### config.mk
export PLATFORM = sky130hd
export DESIGN_NAME = pc_target_unit
export DESIGN_NICKNAME = d
export VERILOG_FILES = /design/src/rtl/pc_target_unit.sv
export SDC_FILE = /design/constraint.sdc
export NUM_CORES = 1
export LEC_CHECK = 0
export CAP_MARGIN = 10
export CORE_MARGIN = 2
export CORE_UTILIZATION = 30
export CTS_BUF_LIST = sky130_fd_sc_hd__clkbuf_8
export DETAILED_ROUTE_END_ITERATION = 7
export HOLD_SLACK_MARGIN = 0.06
export PLACE_DENSITY = 0.58
export SLEW_MARGIN = 20
export SYNTH_ARGS = -nofsm -noshare
export SYNTH_HDL_FRONTEND = slang
export SYNTH_SLANG_ARGS = --single-unit
### constraint.sdc
create_clock -name clk -period 9.1 [get_ports clk]
set_input_delay 2.73 -clock clk [delete_from_list [all_inputs] [get_ports clk]]
set_output_delay 2.73 -clock clk [all_outputs]
set_load 0.02 [all_outputs]
### src/rtl/pc_target_unit.sv
// PC / branch-target unit: program counter, latched branch target and a circular
// return-address stack, updated on the multicycle controller's PC write strobe.
module pc_target_unit #(
    parameter int unsigned      WIDTH     = 32,
    parameter int unsigned      OFF_W     = 16,
    parameter int unsigned      SHIFT     = 2,
    parameter int unsigned      STEP      = 4,
    parameter int unsigned      RAS_DEPTH = 4,
    parameter logic [WIDTH-1:0] RESET_PC  = '0
) (
    input  logic             clk,
    input  logic             rst_n,
    input  logic             pc_we,
    input  logic [2:0]       mode,
    input  logic [OFF_W-1:0] offset,
    input  logic [WIDTH-1:0] reg_target,
    input  logic             tgt_latch,
    output logic [WIDTH-1:0] pc,
    output logic [WIDTH-1:0] target,
    output logic             misaligned,
    output logic             wrap,
    output logic             ras_full,
    output logic             ras_empty,
    output logic             ras_uflow
);

    localparam int unsigned  PTR_W        = $clog2(RAS_DEPTH);
    localparam logic [PTR_W:0] RAS_FULL_CNT = (PTR_W + 1)'(RAS_DEPTH);
    localparam logic [WIDTH:0] STEP_EXT   = (WIDTH + 1)'(STEP);

    localparam logic [2:0] MODE_SEQ    = 3'd0;
    localparam logic [2:0] MODE_BRANCH = 3'd1;
    localparam logic [2:0] MODE_JUMP   = 3'd2;
    localparam logic [2:0] MODE_REG    = 3'd3;
    localparam logic [2:0] MODE_CALL   = 3'd4;
    localparam logic [2:0] MODE_RET    = 3'd5;

    logic [WIDTH-1:0] pc_q, pc_d;
    logic [WIDTH-1:0] target_q, target_d;
    logic             misaligned_q, misaligned_d;
    logic             wrap_q, wrap_d;
    logic             uflow_q, uflow_d;
    logic [PTR_W-1:0] ptr_q, ptr_d;
    logic [PTR_W:0]   cnt_q, cnt_d;
    logic [WIDTH-1:0] ras_q [RAS_DEPTH];
    logic [WIDTH-1:0] ras_d [RAS_DEPTH];

    logic [WIDTH:0]   seq_sum;
    logic [WIDTH:0]   tgt_sum;
    logic [WIDTH-1:0] off_ext;
    logic [PTR_W-1:0] pop_ptr;

    always_comb begin
        seq_sum = {1'b0, pc_q} + STEP_EXT;
        off_ext = {{(WIDTH - OFF_W){offset[OFF_W-1]}}, offset} << SHIFT;
        tgt_sum = {1'b0, pc_q} + {1'b0, off_ext};
        pop_ptr = ptr_q - PTR_W'(1);

        pc_d     = pc_q;
        target_d = target_q;
        wrap_d   = 1'b0;
        uflow_d  = uflow_q;
        ptr_d    = ptr_q;
        cnt_d    = cnt_q;
        ras_d    = ras_q;

        // A negative offset wraps when the unsigned add does NOT carry (borrow past 0).
        if (tgt_latch) begin
            target_d = tgt_sum[WIDTH-1:0];
            wrap_d   = tgt_sum[WIDTH] ^ offset[OFF_W-1];
        end

        if (pc_we) begin
            case (mode)
                MODE_SEQ: begin
                    pc_d   = seq_sum[WIDTH-1:0];
                    wrap_d = wrap_d | seq_sum[WIDTH];
                end
                MODE_BRANCH: pc_d = target_q;
                MODE_JUMP:   pc_d = {pc_q[WIDTH-1:OFF_W+SHIFT], offset, {SHIFT{1'b0}}};
                MODE_REG:    pc_d = reg_target;
                MODE_CALL: begin
                    pc_d         = target_q;
                    ras_d[ptr_q] = seq_sum[WIDTH-1:0];
                    ptr_d        = ptr_q + PTR_W'(1);
                    wrap_d       = wrap_d | seq_sum[WIDTH];
                    // When full, the push lands on the oldest slot and the count saturates.
                    if (cnt_q != RAS_FULL_CNT) begin
                        cnt_d = cnt_q + (PTR_W + 1)'(1);
                    end
                end
                MODE_RET: begin
                    if (cnt_q != '0) begin
                        pc_d  = ras_q[pop_ptr];
                        ptr_d = pop_ptr;
                        cnt_d = cnt_q - (PTR_W + 1)'(1);
                    end else begin
                        pc_d    = reg_target;
                        uflow_d = 1'b1;
                    end
                end
                default: ;
            endcase
        end

        misaligned_d = |pc_d[SHIFT-1:0];
    end

    always_ff @(posedge clk or negedge rst_n) begin
        if (!rst_n) begin
            pc_q         <= RESET_PC;
            target_q     <= '0;
            misaligned_q <= |RESET_PC[SHIFT-1:0];
            wrap_q       <= 1'b0;
            uflow_q      <= 1'b0;
            ptr_q        <= '0;
            cnt_q        <= '0;
            ras_q        <= '{default: '0};
        end else begin
            pc_q         <= pc_d;
            target_q     <= target_d;
            misaligned_q <= misaligned_d;
            wrap_q       <= wrap_d;
            uflow_q      <= uflow_d;
            ptr_q        <= ptr_d;
            cnt_q        <= cnt_d;
            ras_q        <= ras_d;
        end
    end

    assign pc         = pc_q;
    assign target     = target_q;
    assign misaligned = misaligned_q;
    assign wrap       = wrap_q;
    assign ras_uflow  = uflow_q;
    assign ras_full   = (cnt_q == RAS_FULL_CNT);
    assign ras_empty  = (cnt_q == '0);

endmodule
==> results.cfg <==
[run_status]
status = complete, no violations

[routing]
ant_nets = 0
wl_um = 35030
wl_per_cell_um = 20.65
drt-vias-per-instance = 5.392
num_vias = 9145
drc = 0
firstDrtPassIters = 5
drt_iter0_markers = 691

[clocking]
cts_root_buffer = clkbuf_8
numCtsBuffers = 17
ctsHoldBuffers = 0
clock_latency_ps = 480
cts_resized = 0
cts_max_level = 4
cts_sinks = 200
cts_tree = yes
clkSlewWorstSetupHoldPaths_ps = 110
post_cts_buffers = 0
cts_buffer_depth = 2

[pwr]
ir_worst_vdd_mv = 0.1158
power_density_nw_per_um2 = 291.1
p_leak_nw = 5.524
p_total_mw = 3.863

[synthesis]
synth_top_area_frac = 0.4475
synth_top_cell_by_area = dfrtp_1
syn_inst = 1126
synthArstFlopShare = 1.000
ys.flop_type = dfrtp_1
ys_seq_elements = 200
synth_cell_type_count = 68
synth_edf_count = 0
synthesis.area_um2 = 11180
netlist_top_cells_area = dfrtp_1 45%, o21ai_0 7.0%, mux4_2 6.4%, nand2_1 6.2%, ha_1 3.9%
synth_top_cells_by_count = 200 x dfrtp_1, 184 x nand2_1, 156 x o21ai_0
synth_warnings = 0
ys_seq_area_frac = 0.4475
synth.most_common_cell = dfrtp_1
avgSynthCellArea_um2 = 9.933
syn-num-nets = 1218

[critical_path]
crit_type = in2reg
crit_arrival_ps = 5790
reg2reg_slack_ps = 5870
critPathLaunchType = primary input
cpPeakStageDelay_ps = 850
crit_buf_inv = 1
required_ps = 9480
slowest_stage = clkdlybuf4s50_1
crit_family = buffers and inverters
crit_fanout = 18
ff2ff_path_depth = 10
path_cells = clkdlybuf4s50_1 -> ha_1 -> and4_1 -> nand3_1 -> o211a_1 -> o21ai_1 -> a21oi_1 -> xnor2_1 -> mux2_2
cp.depth = 9
cp-end-kind = register

[flow_run]
cap_violations = 0

[die]
start_util = 0.3048
die_area_um2 = 38840
die_x_um = 197.1
die_y_um = 197.1
ios = 124
core-area_um2 = 36700
num_rows = 70

[global_route]
grt_pass1_vias = 9139
grt_usage = 0.1834
grt_overflow_total = 0
antenna_found_initial = 3
grt_first_pass_wirelength_um = 54420
grt_start_max_net_pins = 110

[sta]
hold_viol_final = 0
post-route-period-util = 0.5950
fin_tns_setup_ps = 0
worst_slew_pin_slew_ps = 1085
setup_viol = 0
relSlewSlack = 0.2729
skew_ps = 15.82
clock.fmax_mhz = 184.7
drv_slew = 0
fin_crit_ps = 5415
worst_slack_ps = 3685
rsz0062_at_grt = no

[placement]
place_ws_ps = 3235
place.gp.congestion = 0.9064
hpwlAfterDp_um = 24570
port_buffers = 123

[layout]
fin_nets = 1306
area_growth_pct = 18.65
final_core_util = 0.3616
fill_cells = 3673
drive_gt1_frac = 0.1117

[worst_hold_path]
whs_path_depth = 2
hp-class = reg2reg
[flip-flops by register name, summed over array words and instances (netlist names)]
signal	cells
cnt_q	3
misaligned	1
pc	32
ptr_q	2
ras_q	128
ras_uflow	1
target	32
wrap	1
[metal layers]
layer | global-route usage | up-vias | wire length (µm)
li1 | - | 4291 | -
met1 | 0.2483 | 4518 | 15750
met2 | 0.2879 | 287 | 16040
met3 | 0.04798 | 45 | 2376
met4 | 0.05709 | 4 | 842
met5 | 0 | - | 22
[final timing paths]
path | startpoint | endpoint
worst max-delay path | offset[15] | target[27]$_DFFE_PN0P_
worst min-delay path | ras_q[83]$_DFFE_PN0P_ | ras_q[83]$_DFFE_PN0P_
worst max register to register | pc[2]$_DFFE_PN0P_ | target[28]$_DFFE_PN0P_
worst min register to register | ras_q[83]$_DFFE_PN0P_ | ras_q[83]$_DFFE_PN0P_
max in group asynchronous | rst_n | target[10]$_DFFE_PN0P_
min in group asynchronous | rst_n | ras_q[91]$_DFFE_PN0P_
[power by group]
group | internal (mW) | switching, mW
combinational | 0.794 | 0.880
clock | 0.310 | 0.342
sequential | 1.24 | 0.301
total | 2.34 | 1.52
[metrics by stage]
stage / hold slack, ps / std cells / cell area (µm²)
final: 485.9 / 1696 / 13270
after global routing: 511.9 / 1695 / 13270
after CTS: 490.3 / 1695 / 13270
after detailed placement: 466.2 / 1663 / 12830
after global placement: 457.3 / 1663 / 12830
after floorplan: 444.6 / 1126 / 11180
[cells in the final DEF (no fill, tap or decap), drive strengths merged, types with 20 or more instances in the layout]
| cell type | instances |
|---|---|
| inv | 27 |
| nand2 | 184 |
| clkdlybuf4s50 | 121 |
| ha | 35 |
| nor2 | 41 |
| xor2 | 22 |
| xnor2 | 34 |
| mux2 | 37 |
| nand3 | 20 |
| a21oi | 73 |
| o21ai | 160 |
| dfrtp | 200 |
| mux4 | 32 |
| a221o | 25 |
[cell type report]
cell class                      instances  area [µm²]  share of cell area
Antenna cell                            1       2.502           0.0001886
Inverter                               22       82.58            0.006223
Timing Repair Buffer                  138        1343              0.1012
Tap cell                              468       585.6             0.04413
Sequential cell                       200        5006              0.3772
Clock inverter                         14       192.7             0.01452
Clock buffer                           18       247.7             0.01867
Multi-Input combinational cell        835        5811              0.4379
[worst min-delay path: stages (launching register included)]
cell	delay [ps]
dfrtp_1	360
nand2_1	40
o21ai_0	60
[kinds of logic after synthesis]
logic type | count (synthesis) | share of synthesized area
compound gates | 366 | 0.2041
xor+xnor | 56 | 0.04452
fa+ha+maj | 37 | 0.04273
buf+inv | 91 | 0.03557
flops | 200 | 0.4475
mux | 71 | 0.1035
simple gates | 305 | 0.1222
(Power assumes the default switching activity.)
